## config.mk

```make
export PLATFORM = sky130hd
export DESIGN_NAME = apa102_axis_shifter
export DESIGN_NICKNAME = d
export VERILOG_FILES = /design/src/rtl/apa102_axis_shifter.sv
export SDC_FILE = /design/constraint.sdc
export NUM_CORES = 1
export LEC_CHECK = 0
export BUFFER_PORTS_ARGS = -buffer_cell sky130_fd_sc_hd__buf_2
export CAP_MARGIN = 20
export CELL_PAD_IN_SITES_DETAIL_PLACEMENT = 2
export CELL_PAD_IN_SITES_GLOBAL_PLACEMENT = 2
export CORE_AREA = 5 5 94 96
export CTS_BUF_LIST = sky130_fd_sc_hd__clkbuf_16
export DETAILED_ROUTE_END_ITERATION = 8
export DIE_AREA = 0 0 99 101
export MAX_ROUTING_LAYER = met4
export PLACE_DENSITY_LB_ADDON = 0.08
export REMOVE_ABC_BUFFERS = 1
export SETUP_SLACK_MARGIN = 0.5
export SYNTH_ARGS = -nofsm -noshare
export SYNTH_HDL_FRONTEND = slang
export SYNTH_SLANG_ARGS = --single-unit
```

## constraint.sdc

```tcl
create_clock -name i_clk -period 2.7 [get_ports i_clk]
set_clock_uncertainty 0.05 [all_clocks]
set_input_delay 0.27 -clock i_clk [delete_from_list [all_inputs] [get_ports i_clk]]
set_output_delay 0.27 -clock i_clk [all_outputs]
set_load 0.01 [all_outputs]
```

## src/rtl/apa102_axis_shifter.sv

```systemverilog
// AXI-Stream to APA102 serial shifter: each accepted 32-bit word is sent MSB-first
// as SPI mode 0, with an optional all-ones end frame appended when tlast is set.
module apa102_axis_shifter #(
  parameter int CLK_DIV  = 120,
  parameter int END_BITS = 32
) (
  input  logic        i_clk,
  input  logic        i_rst,
  input  logic [31:0] s_axis_data,
  input  logic        s_axis_tvalid,
  input  logic        s_axis_tlast,
  output logic        s_axis_tready,
  output logic        o_led_clk,
  output logic        o_led_data,
  output logic        o_busy
);

  localparam int DIV_W    = (CLK_DIV > 1) ? $clog2(CLK_DIV) : 1;
  localparam int BITS_MAX = ((END_BITS - 1) > 31) ? (END_BITS - 1) : 31;
  localparam int BIT_W    = $clog2(BITS_MAX + 1);

  localparam logic [DIV_W-1:0] DIV_RELOAD = DIV_W'(CLK_DIV - 1);
  localparam logic [BIT_W-1:0] WORD_LAST  = BIT_W'(31);
  localparam logic [BIT_W-1:0] END_LAST   = BIT_W'(END_BITS - 1);

  typedef enum logic [1:0] {
    ST_IDLE = 2'd0,
    ST_LOW  = 2'd1,
    ST_HIGH = 2'd2
  } state_t;

  state_t           r_state;
  logic [31:0]      r_shift;
  logic [BIT_W-1:0] r_bitcnt;
  logic [DIV_W-1:0] r_divcnt;
  logic             r_endpend;
  logic             r_led_clk;
  logic             r_led_data;

  state_t           w_state_nxt;
  logic [31:0]      w_shift_nxt;
  logic [BIT_W-1:0] w_bitcnt_nxt;
  logic [DIV_W-1:0] w_divcnt_nxt;
  logic             w_endpend_nxt;
  logic             w_led_clk_nxt;
  logic             w_led_data_nxt;
  logic             w_div_done;

  assign w_div_done    = (r_divcnt == '0);
  assign s_axis_tready = (r_state == ST_IDLE);
  assign o_busy        = (r_state != ST_IDLE);
  assign o_led_clk     = r_led_clk;
  assign o_led_data    = r_led_data;

  always_ff @(posedge i_clk or negedge i_rst) begin
    if (!i_rst) begin
      r_state    <= ST_IDLE;
      r_shift    <= '0;
      r_bitcnt   <= '0;
      r_divcnt   <= '0;
      r_endpend  <= 1'b0;
      r_led_clk  <= 1'b0;
      r_led_data <= 1'b0;
    end else begin
      r_state    <= w_state_nxt;
      r_shift    <= w_shift_nxt;
      r_bitcnt   <= w_bitcnt_nxt;
      r_divcnt   <= w_divcnt_nxt;
      r_endpend  <= w_endpend_nxt;
      r_led_clk  <= w_led_clk_nxt;
      r_led_data <= w_led_data_nxt;
    end
  end

  // Ones are shifted in at the bottom: ordinary words never expose them, and an
  // end frame longer than 32 bits keeps reading ones.
  always_comb begin
    w_state_nxt    = r_state;
    w_shift_nxt    = r_shift;
    w_bitcnt_nxt   = r_bitcnt;
    w_divcnt_nxt   = r_divcnt;
    w_endpend_nxt  = r_endpend;
    w_led_clk_nxt  = r_led_clk;
    w_led_data_nxt = r_led_data;
    case (r_state)
      ST_IDLE: begin
        w_led_clk_nxt = 1'b0;
        if (s_axis_tvalid) begin
          w_shift_nxt    = s_axis_data;
          w_led_data_nxt = s_axis_data[31];
          w_bitcnt_nxt   = WORD_LAST;
          w_divcnt_nxt   = DIV_RELOAD;
          w_endpend_nxt  = s_axis_tlast;
          w_state_nxt    = ST_LOW;
        end
      end
      ST_LOW: begin
        if (w_div_done) begin
          w_state_nxt   = ST_HIGH;
          w_led_clk_nxt = 1'b1;
          w_divcnt_nxt  = DIV_RELOAD;
        end else begin
          w_divcnt_nxt = r_divcnt - DIV_W'(1);
        end
      end
      ST_HIGH: begin
        if (w_div_done) begin
          w_led_clk_nxt = 1'b0;
          w_divcnt_nxt  = DIV_RELOAD;
          if (r_bitcnt != '0) begin
            w_shift_nxt    = {r_shift[30:0], 1'b1};
            w_led_data_nxt = r_shift[30];
            w_bitcnt_nxt   = r_bitcnt - BIT_W'(1);
            w_state_nxt    = ST_LOW;
          end else if (r_endpend) begin
            // End frame follows the last data bit with no idle gap.
            w_endpend_nxt  = 1'b0;
            w_shift_nxt    = '1;
            w_bitcnt_nxt   = END_LAST;
            w_led_data_nxt = 1'b1;
            w_state_nxt    = ST_LOW;
          end else begin
            w_led_data_nxt = 1'b0;
            w_state_nxt    = ST_IDLE;
          end
        end else begin
          w_divcnt_nxt = r_divcnt - DIV_W'(1);
        end
      end
      default: begin
        w_state_nxt   = ST_IDLE;
        w_led_clk_nxt = 1'b0;
      end
    endcase
  end

endmodule

```

Yosys cells after proc, flatten, opt, wreduce, memory -nomap -nowiden
Cells that the tools add are included.
{"block": "classes", "addsub": 2, "eq_ne": 7, "muxes": 31, "reduce_logical": 13}
{"cell": "two-way mux 31 bit", "n": 4}
{"cell": "one-hot mux 31 bit (2 select lines)", "n": 1}
{"cell": "two-way mux 5 bit", "n": 4}
{"cell": "two-way mux 7 bit", "n": 2}
{"cell": "one-hot mux 7 bit (2 select lines)", "n": 1}
{"cell": "two-way mux 1 bit", "n": 11}
{"cell": "one-hot mux 5 bit (2 select lines)", "n": 1}
{"cell": "inequality test 2 bit, second input constant", "n": 4}
{"cell": "AND reduction 4 bit", "n": 2}
{"cell": "logical NOT 7 bit", "n": 1}
{"cell": "subtractor 7 x 1 -> 7 bit, second input constant", "n": 1}
{"cell": "two-way mux 2 bit", "n": 3}
{"cell": "one-hot mux 1 bit (2 select lines)", "n": 3}
{"cell": "one-hot mux 2 bit (3 select lines)", "n": 1}
{"cell": "AND reduction 3 bit", "n": 2}
{"cell": "nonzero test 2 bit", "n": 3}
{"cell": "nonzero test 5 bit", "n": 1}
{"cell": "subtractor 5 x 1 -> 5 bit, second input constant", "n": 1}
{"cell": "AND reduction 2 bit", "n": 2}
{"cell": "inequality test 3 bit, second input constant", "n": 1}
{"cell": "== test 2 x 1 -> 1 bit, second input constant", "n": 1}
{"cell": "== test 2 bit, second input constant", "n": 1}
{"cell": "logical NOT 2 bit", "n": 1}
{"cell": "OR reduction 2 bit", "n": 1}
{"block": "word_totals", "reg_bits": 48, "output_inout_bits": 4, "elab_cells": 60}

Depth between registers and ports, before layout
{"block": "logic_depth", "word_depth": 4, "depth_mapped": 8}

Worst setup path after synthesis
Ideal clock, no wire load.
{"block": "synth_path", "kind": "reg2reg", "start": "reg r_state[0]", "end": "reg r_shift[14]", "setup_time_ps": 125, "arrival_ps": 1980, "slack_ps": 545, "path_stages_with_launch": 7, "n_path_buf": 1, "path_cell_list": "dfrtp_1 -> inv_1 -> ha_1 -> mux2i_1 -> a21oi_4 -> buf_6 -> mux2_4"}
{"block": "synth_between", "elab_chain_cells": 3, "word_cells_on_any_way": 8, "classes_between": "4 x eq/ne; 1 x mux; 3 x reduce/logical"}
{"item": "start, declared", "line_no": "32", "text": "state_t r_state;"}
{"item": "start signal, assigned", "line_no": "65", "text": "r_state <= w_state_nxt;"}
{"item": "logical NOT 2 bit (*)"}
{"item": "named net s_axis_tready", "line_no": "12", "text": "output logic s_axis_tready,"}
{"item": "inequality test 2 bit (no line) / nonzero test 2 bit (equally long branches)"}
{"item": "AND reduction 4 bit (no line)"}
{"item": "end signal, assigned", "line_no": "66", "text": "r_shift <= w_shift_nxt;"}
{"item": "end, declared", "line_no": "33", "text": "logic [31:0] r_shift;"}
Mark *: on every way through the listed nets, which the timed path passes. The rest lies on a longest branch.
A chain may end at the register's enable or synchronous reset.

Worst setup path in the final report
{"block": "layout_path", "start": "reg r_bitcnt[1]", "end": "reg r_shift[16]"}
{"block": "layout_between", "elab_chain_cells": 4, "word_cells_on_any_way": 6, "classes_between": "1 x eq/ne; 3 x mux; 2 x reduce/logical"}
{"item": "start, declared", "line_no": "34", "text": "logic [BIT_W-1:0] r_bitcnt;"}
{"item": "start signal, assigned", "line_no": "67", "text": "r_bitcnt <= w_bitcnt_nxt;"}
{"item": "nonzero test 5 bit (*)", "line_no": "110", "text": "if (r_bitcnt != '0) begin"}
{"item": "two-way mux 31 bit", "line_no": "110"}
{"item": "two-way mux 31 bit", "line_no": "107", "text": "if (w_div_done) begin"}
{"item": "one-hot mux 31 bit (2 select lines)", "line_no": "85", "text": "case (r_state)"}
Every way passes the cells marked *; elsewhere a longest branch is shown, timed or not. The select of a mux whose other input is x is not followed.

==> results.json <==
{
  "layout_min_cycle_time_ps": 2150,
  "rows": 33,
  "cp.arrival_ps": 2270,
  "synth_area_per_cell_um2": 10.1,
  "powerDensity_nw_per_um2": 1160,
  "fin_crit_sh_pct": 79.7,
  "synth_top_area_share_pct": 43.5,
  "syn-cell-area_um2": 2760,
  "layout-drive-gt1-share_pct": 33.3,
  "wl_per_cell_um": 17.3,
  "r2r-end": "r_shift[16]$_DFFE_PN0P_",
  "nets": 362,
  "ys_types": 39,
  "whs_ps": 37.9,
  "cts_root_buffer": "clkbuf_16",
  "max-vdd-ir-drop_uv": 345,
  "vias": 2118,
  "cts_tree": "yes",
  "first_iter_violations": 47,
  "tightest_slew_ps": 634,
  "remaining_drc_errors": 0,
  "die_area_um2": 10000,
  "finalHoldViolCount": 0,
  "grt_max_degree": 49,
  "slew_headroom_pct": 57.8,
  "synth_area_leader_cell": "dfrtp_1",
  "grt_pass1_vias": 2431,
  "rsz0062_at_grt": "true",
  "clk_pin_slew_worst_paths_ps": 70,
  "antenna_found_initial": 0,
  "antenna_left": 0,
  "slew_viol_final": 0,
  "r2r_setup_slack_ps": 550,
  "die_h_um": 101,
  "setup_viol": 0,
  "final_cells": 423,
  "drv_cap": 0,
  "ys_top_cells_by_count": "nor2_1 (68), dfrtp_1 (48), a21oi_1 (36), mux2_4 (26), inv_1 (9)",
  "cp-startpoint": "r_bitcnt[1]$_DFFE_PN0P_",
  "ys_seq_elements": 48,
  "grt_pass1_wl_um": 12500,
  "worstSkewPairLatency_ps": 290,
  "fmax_ghz": 0.465,
  "synthArstFlopShare_pct": 100,
  "p_leak_uw": 0.00150,
  "gp_congestion": 0.665,
  "criticalPathCategory": "reg2reg",
  "ys_seq_area_share_pct": 43.5,
  "cts-buffers-inserted": 5,
  "htreeDepth": 2,
  "finalWirelength_um": 7320,
  "cts_hold_buf": 0,
  "synth_area_leaders": "dfrtp_1 (43%), mux2_4 (14%), nor2_1 (9.2%), a21oi_1 (6.5%), ha_1 (3.6%)",
  "fin_util_pct": 42.2,
  "clock-sinks": 48,
  "timing.rr.start": "r_bitcnt[1]$_DFFE_PN0P_",
  "fp.dieW_um": 99,
  "synthToLayoutAreaGrowth_pct": 21.8,
  "avgViaCountPerCell": 5.01,
  "start_kind": "register",
  "r2r_cells": 7,
  "hold_path.class": "in2async",
  "coreArea_um2": 7970,
  "globalRoute.totalOverflow": 0,
  "clock_path_buffers": 2,
  "placedCellCount": 412,
  "grt_usage_pct": 16.2,
  "ys.warnings.count": 0,
  "first_pass_iters": 4,
  "worst-path-max-fanout": 15,
  "diodes": 0,
  "synth_flop_cell": "dfrtp_1",
  "outcome": "completed",
  "portBuffers": 39,
  "syn-instance-count": 273,
  "p_total_uw": 3890,
  "crit_required_ps": 2820,
  "start_util_pct": 34.7,
  "end_kind": "register",
  "synthMostInstantiatedCell": "nor2_1",
  "hpwl_um": 4650,
  "crit_path_end": "r_shift[16]$_DFFE_PN0P_",
  "ios": 40,
  "synth_edf_count": 0
}
==> metrics by stage <==
step | TNS, ps | instance area (um2) | setup slack (ps)
floorplan | -44710 | 2660 | -1350
global placement | 0 | 3080 | 537
detailed placement | 0 | 3080 | 439
CTS | 0 | 3340 | 520
global route | 0 | 3370 | 493
finish | 0 | 3370 | 549
==> worst max-delay path, stage by stage, from the launching register on <==
cell	delay (ps)
dfrtp_1	410
inv_2	80
ha_4	140
or4b_4	480
o211ai_4	220
a21oi_4	140
buf_12	190
mux2_4	300
==> worst min path at each step <==
stage                     startpoint                       to  cells after the start
after floorplan                i_rst    o_led_clk$_DFFE_PN0P_                      0
after global placement         i_rst  r_divcnt[2]$_DFFE_PN0P_                      2
after detailed placement       i_rst  r_divcnt[2]$_DFFE_PN0P_                      2
after CTS                      i_rst  r_divcnt[2]$_DFFE_PN0P_                      2
after global routing           i_rst  r_divcnt[2]$_DFFE_PN0P_                      2
final                          i_rst  r_divcnt[3]$_DFFE_PN0P_                      2
==> cell usage in the layout (no fill, tap or decap), types with 2 or more instances in the layout <==
cell / Yosys / routed
nor2_1: 68 / 68
dfrtp_1: 48 / 48
buf_2: 0 / 39
a21oi_1: 36 / 36
mux2_4: 26 / 26
buf_4: 0 / 11
nand2_1: 8 / 8
inv_1: 9 / 7
mux2_2: 7 / 7
nand4_1: 5 / 5
o21a_1: 5 / 5
ha_1: 8 / 5
clkbuf_16: 0 / 5
nand3_1: 3 / 3
o21ai_0: 3 / 3
xor2_1: 3 / 3
xnor2_1: 3 / 3
inv_2: 0 / 2
o32a_1: 2 / 2
nor3_1: 2 / 2
or2_2: 2 / 2
a211o_1: 2 / 2
ha_4: 0 / 2
bufinv_16: 0 / 2
buf_12: 0 / 2
==> metal layers <==
| layer | wire length [um] | global-route usage [%] | vias to the layer above |
|---|---|---|---|
| met2 | 3650 | 27.8 | 31 |
| li1 | - | - | 1022 |
| met3 | 239 | 2.91 | 6 |
| met1 | 3350 | 19.5 | 1059 |
| met4 | 85 | 4.52 | 0 |
| met5 | 0 | - | - |
==> repair_timing <==
action,in CTS,in global routing
setup buffers,2,1
endpoints found under the hold margin,0,0
setup endpoints to repair,30,31
cloned,1,0
pin swaps,3,2
resized for setup,9,3
==> report_power, final <==
group | switching (uW) | internal, uW
logic | 837 | 1020
registers | 222 | 1030
clock network | 261 | 525
==> sequential cells by signal, summed over array words and instances, names as in the netlist <==
name	count
r_shift	31
r_divcnt	7
r_bitcnt	5
r_state	2
o_led_clk	1
o_led_data	1
r_endpend	1
==> kinds of logic after synthesis <==
group                    Yosys count  synth area share (%)
multiplexers                      34                  17.3
XOR/XNOR                           6                  1.90
buffers and inverters             24                  5.12
adder cells (fa/ha/maj)            8                  3.62
flip-flops                        48                  43.5
AO/OA/AOI/OAI                     56                  12.6
AND/OR/NAND/NOR                   97                  16.0
==> final cells by class <==
class	instances	area [um2]
Clock inverter	2	60.1
Timing Repair Buffer	53	345
Sequential cell	48	1200
Clock buffer	5	125
Multi-Input combinational cell	201	1470
Inverter	9	33.8
Tap cell	105	131
Fill cell	875	4600
Power figures use the tool's default switching activity.
